$ cat src/rtl/mshr_load_replay_pkg.sv
// Shared LSU/MSHR types for the secondary-load replay path.
//   - Request/response/branch-update structs used between the LSU, MSHR,
//     line buffer and dcache response arbiter.
//   - Replay queue entry and replay FSM state types.
//   - load_extend: byte-lane extraction plus sign/zero extension of a beat.
//   - br_update: applies one cycle of branch resolution to a queued entry.
package mshr_load_replay_pkg;

    localparam int dataBits = 64;
    localparam int BR_W     = 4;
    localparam int ROB_W    = 6;
    localparam int ADDR_W   = 40;
    localparam int LB_ID_W  = 2;

    typedef struct packed {
        logic [ROB_W-1:0] rob_idx;
        logic [BR_W-1:0]  br_mask;
        logic [1:0]       mem_size;   // 0=byte 1=half 2=word 3=double
        logic             mem_signed;
    } MicroOpST;

    typedef struct packed {
        MicroOpST          uop;
        logic [ADDR_W-1:0] addr;
        logic              is_hella;
    } BoomDCacheReqInternalST;

    typedef struct packed {
        logic [BR_W-1:0] resolve_mask;
        logic [BR_W-1:0] mispredict_mask;
    } BrUpdateInfoST;

    typedef struct packed {
        logic [LB_ID_W-1:0] id;
        logic [1:0]         offset;
    } LineBufferReadReqST;

    typedef struct packed {
        MicroOpST            uop;
        logic [dataBits-1:0] data;
        logic                is_hella;
    } BoomDCacheRespST;

    typedef struct packed {
        BoomDCacheReqInternalST req;
        logic                   killed;
    } ReplayEntryST;

    typedef enum logic [1:0] {IDLE, READ, DATA, RESP} ReplayStateE;

    function automatic logic [63:0] load_extend(input logic [dataBits-1:0] data,
                                                input logic [2:0]          addr_lo,
                                                input logic [1:0]          size,
                                                input logic                is_signed);
        logic [63:0] sh;
        logic [63:0] r;
        sh = data >> {addr_lo, 3'b000};
        case (size)
            2'd0:    r = is_signed ? {{56{sh[7]}},  sh[7:0]}  : {56'd0, sh[7:0]};
            2'd1:    r = is_signed ? {{48{sh[15]}}, sh[15:0]} : {48'd0, sh[15:0]};
            2'd2:    r = is_signed ? {{32{sh[31]}}, sh[31:0]} : {32'd0, sh[31:0]};
            default: r = sh;
        endcase
        return r;
    endfunction

    // Kill is evaluated on the mask before this cycle's resolve bits clear it.
    function automatic ReplayEntryST br_update(input ReplayEntryST e, input BrUpdateInfoST b);
        ReplayEntryST r;
        r = e;
        r.killed = e.killed | (|(e.req.uop.br_mask & b.mispredict_mask));
        r.req.uop.br_mask = e.req.uop.br_mask & ~b.resolve_mask;
        return r;
    endfunction

endpackage

$ cat src/rtl/replay_queue.sv
// Circular replay queue of secondary loads.
//   clock/reset  : clock, synchronous active-high reset (drops all entries)
//   enq/enq_req  : push a request at tail (caller guarantees not full)
//   deq          : pop the head (caller guarantees not empty)
//   brupdate     : applied every cycle to all valid entries and the enqueuing uop
//   head_entry   : head with this cycle's branch update already folded in
//   count        : occupancy, 0..N
module replay_queue
    import mshr_load_replay_pkg::*;
#(
    parameter int N = 4
) (
    input  logic                   clock,
    input  logic                   reset,
    input  logic                   enq,
    input  BoomDCacheReqInternalST enq_req,
    input  logic                   deq,
    input  BrUpdateInfoST          brupdate,
    output ReplayEntryST           head_entry,
    output logic [$clog2(N):0]     count
);
    localparam int PW = $clog2(N);

    ReplayEntryST   ent_q [N];
    ReplayEntryST   ent_d [N];
    logic [N-1:0]   vld_q, vld_d;
    logic [PW-1:0]  head_q, head_d, tail_q, tail_d;
    logic [PW:0]    count_q, count_d;
    ReplayEntryST   new_ent;

    always_comb begin
        new_ent        = '0;
        new_ent.req    = enq_req;
        new_ent.killed = 1'b0;
        vld_d   = vld_q;
        head_d  = head_q;
        tail_d  = tail_q;
        for (int i = 0; i < N; i++)
            ent_d[i] = vld_q[i] ? br_update(ent_q[i], brupdate) : ent_q[i];
        if (deq) begin
            vld_d[head_q] = 1'b0;
            head_d        = head_q + PW'(1);
        end
        if (enq) begin
            ent_d[tail_q] = br_update(new_ent, brupdate);
            vld_d[tail_q] = 1'b1;
            tail_d        = tail_q + PW'(1);
        end
        count_d = count_q + {{PW{1'b0}}, enq} - {{PW{1'b0}}, deq};
    end

    always_ff @(posedge clock) begin
        if (reset) begin
            vld_q   <= '0;
            head_q  <= '0;
            tail_q  <= '0;
            count_q <= '0;
            for (int i = 0; i < N; i++) ent_q[i] <= '0;
        end else begin
            vld_q   <= vld_d;
            head_q  <= head_d;
            tail_q  <= tail_d;
            count_q <= count_d;
            for (int i = 0; i < N; i++) ent_q[i] <= ent_d[i];
        end
    end

    assign head_entry = vld_q[head_q] ? br_update(ent_q[head_q], brupdate) : '0;
    assign count      = count_q;

endmodule

$ cat src/rtl/mshr_load_replay.sv
// MSHR secondary-load replay responder.
// Queues loads that missed on a line being refilled; once the refill is in
// the line buffer (start), replays each in order: read its beat, extract and
// extend the bytes, and return a response to the LSU.
//   enq_*        : secondary load intake (only while IDLE and not full)
//   lb_id/start  : owning line-buffer id, refill-complete pulse
//   brupdate     : branch resolve/mispredict masks
//   lb_read_*    : line-buffer beat read (data arrives the cycle after accept)
//   resp_*       : load response to the dcache response arbiter
//   replay_done  : pulse when the queue has drained after start
//   busy         : FSM not IDLE
module mshr_load_replay
    import mshr_load_replay_pkg::*;
#(
    parameter int N_REPLAY  = 4,
    parameter int DATA_BITS = dataBits
) (
    input  logic                   clock,
    input  logic                   reset,
    input  logic                   enq_valid,
    output logic                   enq_ready,
    input  BoomDCacheReqInternalST enq_req,
    input  logic [LB_ID_W-1:0]     lb_id,
    input  logic                   start,
    input  BrUpdateInfoST          brupdate,
    output logic                   lb_read_valid,
    input  logic                   lb_read_ready,
    output LineBufferReadReqST     lb_read_req,
    input  logic [DATA_BITS-1:0]   lb_read_data,
    output logic                   resp_valid,
    input  logic                   resp_ready,
    output BoomDCacheRespST        resp,
    output logic                   replay_done,
    output logic                   busy
);
    localparam int CW = $clog2(N_REPLAY) + 1;

    ReplayStateE    state_q, state_d;
    logic [63:0]    data_q, data_d;
    logic           done_q, done_d;
    logic           deq, enq_fire, start_done;
    logic [CW-1:0]  count, count_m1;
    ReplayEntryST   head;

    assign enq_ready = (state_q == IDLE) && (count != CW'(N_REPLAY));
    assign enq_fire  = enq_valid & enq_ready;
    assign count_m1  = count - CW'(1);

    replay_queue #(.N(N_REPLAY)) u_replay_queue (
        .clock      (clock),
        .reset      (reset),
        .enq        (enq_fire),
        .enq_req    (enq_req),
        .deq        (deq),
        .brupdate   (brupdate),
        .head_entry (head),
        .count      (count)
    );

    always_comb begin
        state_d       = state_q;
        data_d        = data_q;
        done_d        = 1'b0;
        deq           = 1'b0;
        start_done    = 1'b0;
        lb_read_valid = 1'b0;
        resp_valid    = 1'b0;
        case (state_q)
            IDLE: begin
                // An entry enqueued alongside start is part of this replay.
                if (start) begin
                    if (count != '0 || enq_fire) state_d = READ;
                    else                         start_done = 1'b1;
                end
            end
            READ: begin
                if (head.killed) begin
                    deq = 1'b1;
                    if (count_m1 != '0) state_d = READ;
                    else begin
                        state_d = IDLE;
                        done_d  = 1'b1;
                    end
                end else begin
                    lb_read_valid = 1'b1;
                    if (lb_read_ready) state_d = DATA;
                end
            end
            DATA: begin
                data_d  = load_extend(lb_read_data, head.req.addr[2:0],
                                      head.req.uop.mem_size, head.req.uop.mem_signed);
                state_d = RESP;
            end
            RESP: begin
                resp_valid = !head.killed;
                if ((resp_valid && resp_ready) || head.killed) begin
                    deq = 1'b1;
                    if (count_m1 != '0) state_d = READ;
                    else begin
                        state_d = IDLE;
                        done_d  = 1'b1;
                    end
                end
            end
            default: state_d = IDLE;
        endcase
    end

    always_ff @(posedge clock) begin
        if (reset) begin
            state_q <= IDLE;
            data_q  <= '0;
            done_q  <= 1'b0;
        end else begin
            state_q <= state_d;
            data_q  <= data_d;
            done_q  <= done_d;
        end
    end

    // Drain completion is registered so it lands the cycle after the last
    // dequeue; an empty start answers immediately.
    assign replay_done = done_q | start_done;
    assign busy        = (state_q != IDLE);

    // Request/response payloads are zeroed when not valid so idle outputs are 0.
    always_comb begin
        lb_read_req = '0;
        resp        = '0;
        if (lb_read_valid) begin
            lb_read_req.id     = lb_id;
            lb_read_req.offset = head.req.addr[4:3];
        end
        if (resp_valid) begin
            resp.uop      = head.req.uop;
            resp.data     = data_q;
            resp.is_hella = head.req.is_hella;
        end
    end

endmodule
$ cat config.mk
export PLATFORM = sky130hd
export DESIGN_NAME = mshr_load_replay
export DESIGN_NICKNAME = d
export VERILOG_FILES = /design/src/rtl/mshr_load_replay_pkg.sv /design/src/rtl/replay_queue.sv /design/src/rtl/mshr_load_replay.sv
export SDC_FILE = /design/constraint.sdc
export NUM_CORES = 1
export LEC_CHECK = 0
export CAP_MARGIN = 15
export CORE_MARGIN = 1.5
export CORE_UTILIZATION = 51
export DETAILED_ROUTE_END_ITERATION = 10
export MAX_ROUTING_LAYER = met4
export PLACE_DENSITY = 0.82
export SYNTH_ARGS = -nofsm -noshare
export SYNTH_HDL_FRONTEND = slang
export SYNTH_SLANG_ARGS = --single-unit
$ cat constraint.sdc
create_clock -name clock -period 3.8 [get_ports clock]
set_input_delay 0.76 -clock clock [delete_from_list [all_inputs] [get_ports clock]]
set_output_delay 0.76 -clock clock [all_outputs]
set_load 0.01 [all_outputs]
==> results.tsv <==
stage	metric	value	unit
timing	worst setup margin	0.0813	ns
timing	Slew headroom	0.197	
synthesis	total number of yosys warnings	0	
cells_and_area	leading cell type in the layout, fill and taps excluded	nand2_1	
routing	DR top layer	met4	
synthesis	main flop type after synthesis	dfxtp_1	
setup_path	cell count of the worst reg-to-reg path	9	
cts	Root Driver	clkbuf_16	
floorplanning	Die Height	140	µm
pwr	Power per Cell Area	475	mW/mm²
timing	min Tclk post-route	3.72	ns
routing	Avg Vias per Cell	6.38	
global_route	global-route wire length before repair	49.6	mm
cts	TritonCTS Buffers	17	
setup_path	CP Launch Type	register	
cts	CTS Buffer Depth	2	
synthesis	cell area after synthesis	0.00961	mm²
synthesis	number of synthesized register bits	160	
routing	post-route ant nets	0	
floorplanning	core box area	0.0186	mm²
floorplanning	std cell rows	50	
synthesis	Post-synth EDFFs	0	
placed_design	DP HPWL	21.6	mm
run_status	status	finished clean	
global_route	Total GRT Usage	0.330	
synthesis	Async SR Flop Fraction	0	
global_route	number of global-route vias before repair	9171	
timing	Slew Viols, Final	0	
routing	DR WL met3	3.62	mm
timing	Fin. Hold Viols	0	
floorplanning	die width	140	µm
routing	drt drc	0	
floorplanning	initial core utilization	0.517	
timing	Worst Max-Slew Pin Slew	1.20	ns
cells_and_area	Final nets	1439	
routing	DRT Pass-1 Iters	6	
pwr	overall power	5.85	mW
routing	met1 WL	12.3	mm
flow_run	max cap viols	0	
routing	Iteration-0 DRC Markers	1026	
routing	wire length per cell	20.6	µm
placed_design	Final GP Congestion	0.967	
global_route	initial antenna violation count	4	
setup_path	crit path max-delay cell type	clkdlybuf4s50_1	
synthesis	Cells after Synth	1143	
cts	CTS tree	built	
synthesis	post-synthesis sequential area ratio	0.333	
placed_design	pre-CTS setup slack	0.00714	ns
placed_design	IO buf count	185	
setup_path	Req. time, crit path	3.04	ns
routing	met2 wire length	14.7	mm
setup_path	CP peak stage delay	0.54	ns
cts	Worst-Skew Late Latency	0.44	ns
cts	clock sinks	160	
timing	minimum hold slack	0.454	ns
cells_and_area	layout cells sized above 1	0.124	
cts	H-Tree Depth	4	
pwr	Static Leakage	4.79	nW
timing	final setup vio count	0	
global_route	largest net degree at the start of global routing	111	
timing	f_max	269	MHz
setup_path	CP cell instances	mux4_2 > a222oi_1 > buf_4 > a21boi_2 > nor2_4 > buf_12 > buf_16 > clkdlybuf4s50_1	
timing	fin crit share	0.979	
cells_and_area	commonest cells after routing, fill and taps aside	nand2_1, dfxtp_1, a21oi_1	
synthesis	Post-Syn Nets	1287	
setup_path	Setup CP Type	reg2out	
setup_path	FF-to-FF End	data_q[50]	
routing	drt total wl	31.9	mm
setup_path	reg-to-reg slack, setup	0.25	ns
setup_path	worst-path fanout max	19	
floorplanning	Die ar.	0.0197	mm²
setup_path	crit path DAT	2.96	ns
global_route	total gr overflow	0	
synthesis	Avg Synthesized Cell Area	8.40	µm²
routing	vias	9869	
timing	clk_skew	0.0137	ns
cts	Clock transition at path regs	0.06	ns
synthesis	Netlist cell types	60	
hold_path	Hold Path Depth	2	
setup_path	CP endpoint kind	primary output	
floorplanning	io pins	221	
pwr	worst vdd ir	384	µV
hold_path	Tightest Hold Check Type	reg2reg	
cells_and_area	area delta synth->final	28.2	%
layer usage:
| layer | up-vias | track usage |
|---|---|---|
| li1 | 4505 | - |
| met1 | 4648 | 0.402 |
| met2 | 623 | 0.514 |
| met3 | 93 | 0.0885 |
| met4 | 0 | 0.151 |
| met5 | - | - |
layout make-up:
| class | count | area, µm² |
|---|---|---|
| antenna | 4 | 10.0 |
| clock buffer | 18 | 439 |
| fill | 1525 | 6270 |
| inverter | 11 | 41.3 |
| clock inverter | 14 | 121 |
| tap | 234 | 293 |
| timing repair buffer | 235 | 2240 |
| sequential | 160 | 3210 |
| multi-input combinational | 870 | 5960 |
cells by family after synthesis:
group,count (synthesis),share of synthesized area
multiplexers,84,0.144
flip-flops,160,0.333
XOR/XNOR,5,0.00456
buffers and inverters,113,0.0499
AO/OA/AOI/OAI,343,0.239
AND/OR/NAND/NOR,428,0.216
adder cells (fa/ha/maj),10,0.0138
synthesized netlist by cell type, types with 4 or more instances:
cell       count  area (µm²)
and2_0         7        43.8
o31ai_1       17         128
a211oi_1      51         383
mux2i_1       31         310
nor2_1        76         285
a222oi_1      12         120
and4b_1        5        50.1
o21bai_1       4        30.0
dfxtp_1      160        3200
a31o_2         9        78.8
o21ai_0       36         180
a31oi_1       12        75.1
a21oi_1      111         556
buf_2         14        70.1
ha_1           9         113
o221ai_1      17         149
a2bb2oi_1      8        70.1
nor2b_1        7        43.8
xnor2_1        4        35.0
mux4_2        42         946
mux2_2        10         113
nand2b_1      16         100
clkbuf_1      79         297
nor3_1        22         110
a21o_1        11        82.6
o22ai_1       20         125
a22oi_1       17         128
nand2_1      166         623
and3_1        19         119
buf_6          4        45.0
nor3b_1        7        52.6
and2_1        83         519
inv_1         11        41.3
nand3_1       11        55.1
worst max-delay path: cells and delay by family (launching register included):
family	cells	cell delay [ns]
flops	1	0.39
compound gates	2	0.42
buf+inv	4	1.00
simple gates	1	0.19
mux	1	0.52
what timing repair did:
item / CTS / global route
setup buffers: 1 / 1
resized for setup: 91 / 2
gates cloned: 2 / 0
pin swaps: 2 / 2
hold buffers: 0 / 0
setup endpoints to repair: 84 / 21
through the flow:
stage           util  setup TNS [ns]  instances  area (µm²)
2_1_floorplan      -               0       1143        9610
3_3_place_gp   0.630               0       1506       11700
3_5_place_dp   0.630               0       1506       11700
4_1_cts        0.661               0       1541       12300
5_1_grt        0.663         -0.0258       1546       12300
6_report       0.663               0       1546       12300
how the worst max path moves through the flow:
stage                startpoint             end  slack [ns]  cells past startpoint
floorplan              register        resp[68]        0.41                      9
global placement    brupdate[1]        resp[71]        0.04                      8
detailed placement  brupdate[1]        resp[48]       0.007                      8
CTS                    register  lb_read_req[3]       0.008                      8
global route           register      resp_valid      -0.007                      8
finish                 register      resp_valid        0.08                      8
where the power goes:
| group | internal, mW | switching, mW |
|---|---|---|
| Clock | 0.874 | 0.777 |
| Combinational | 0.919 | 1.16 |
| Sequential | 1.94 | 0.184 |
Note: power is estimated with default switching activity, not from simulation.
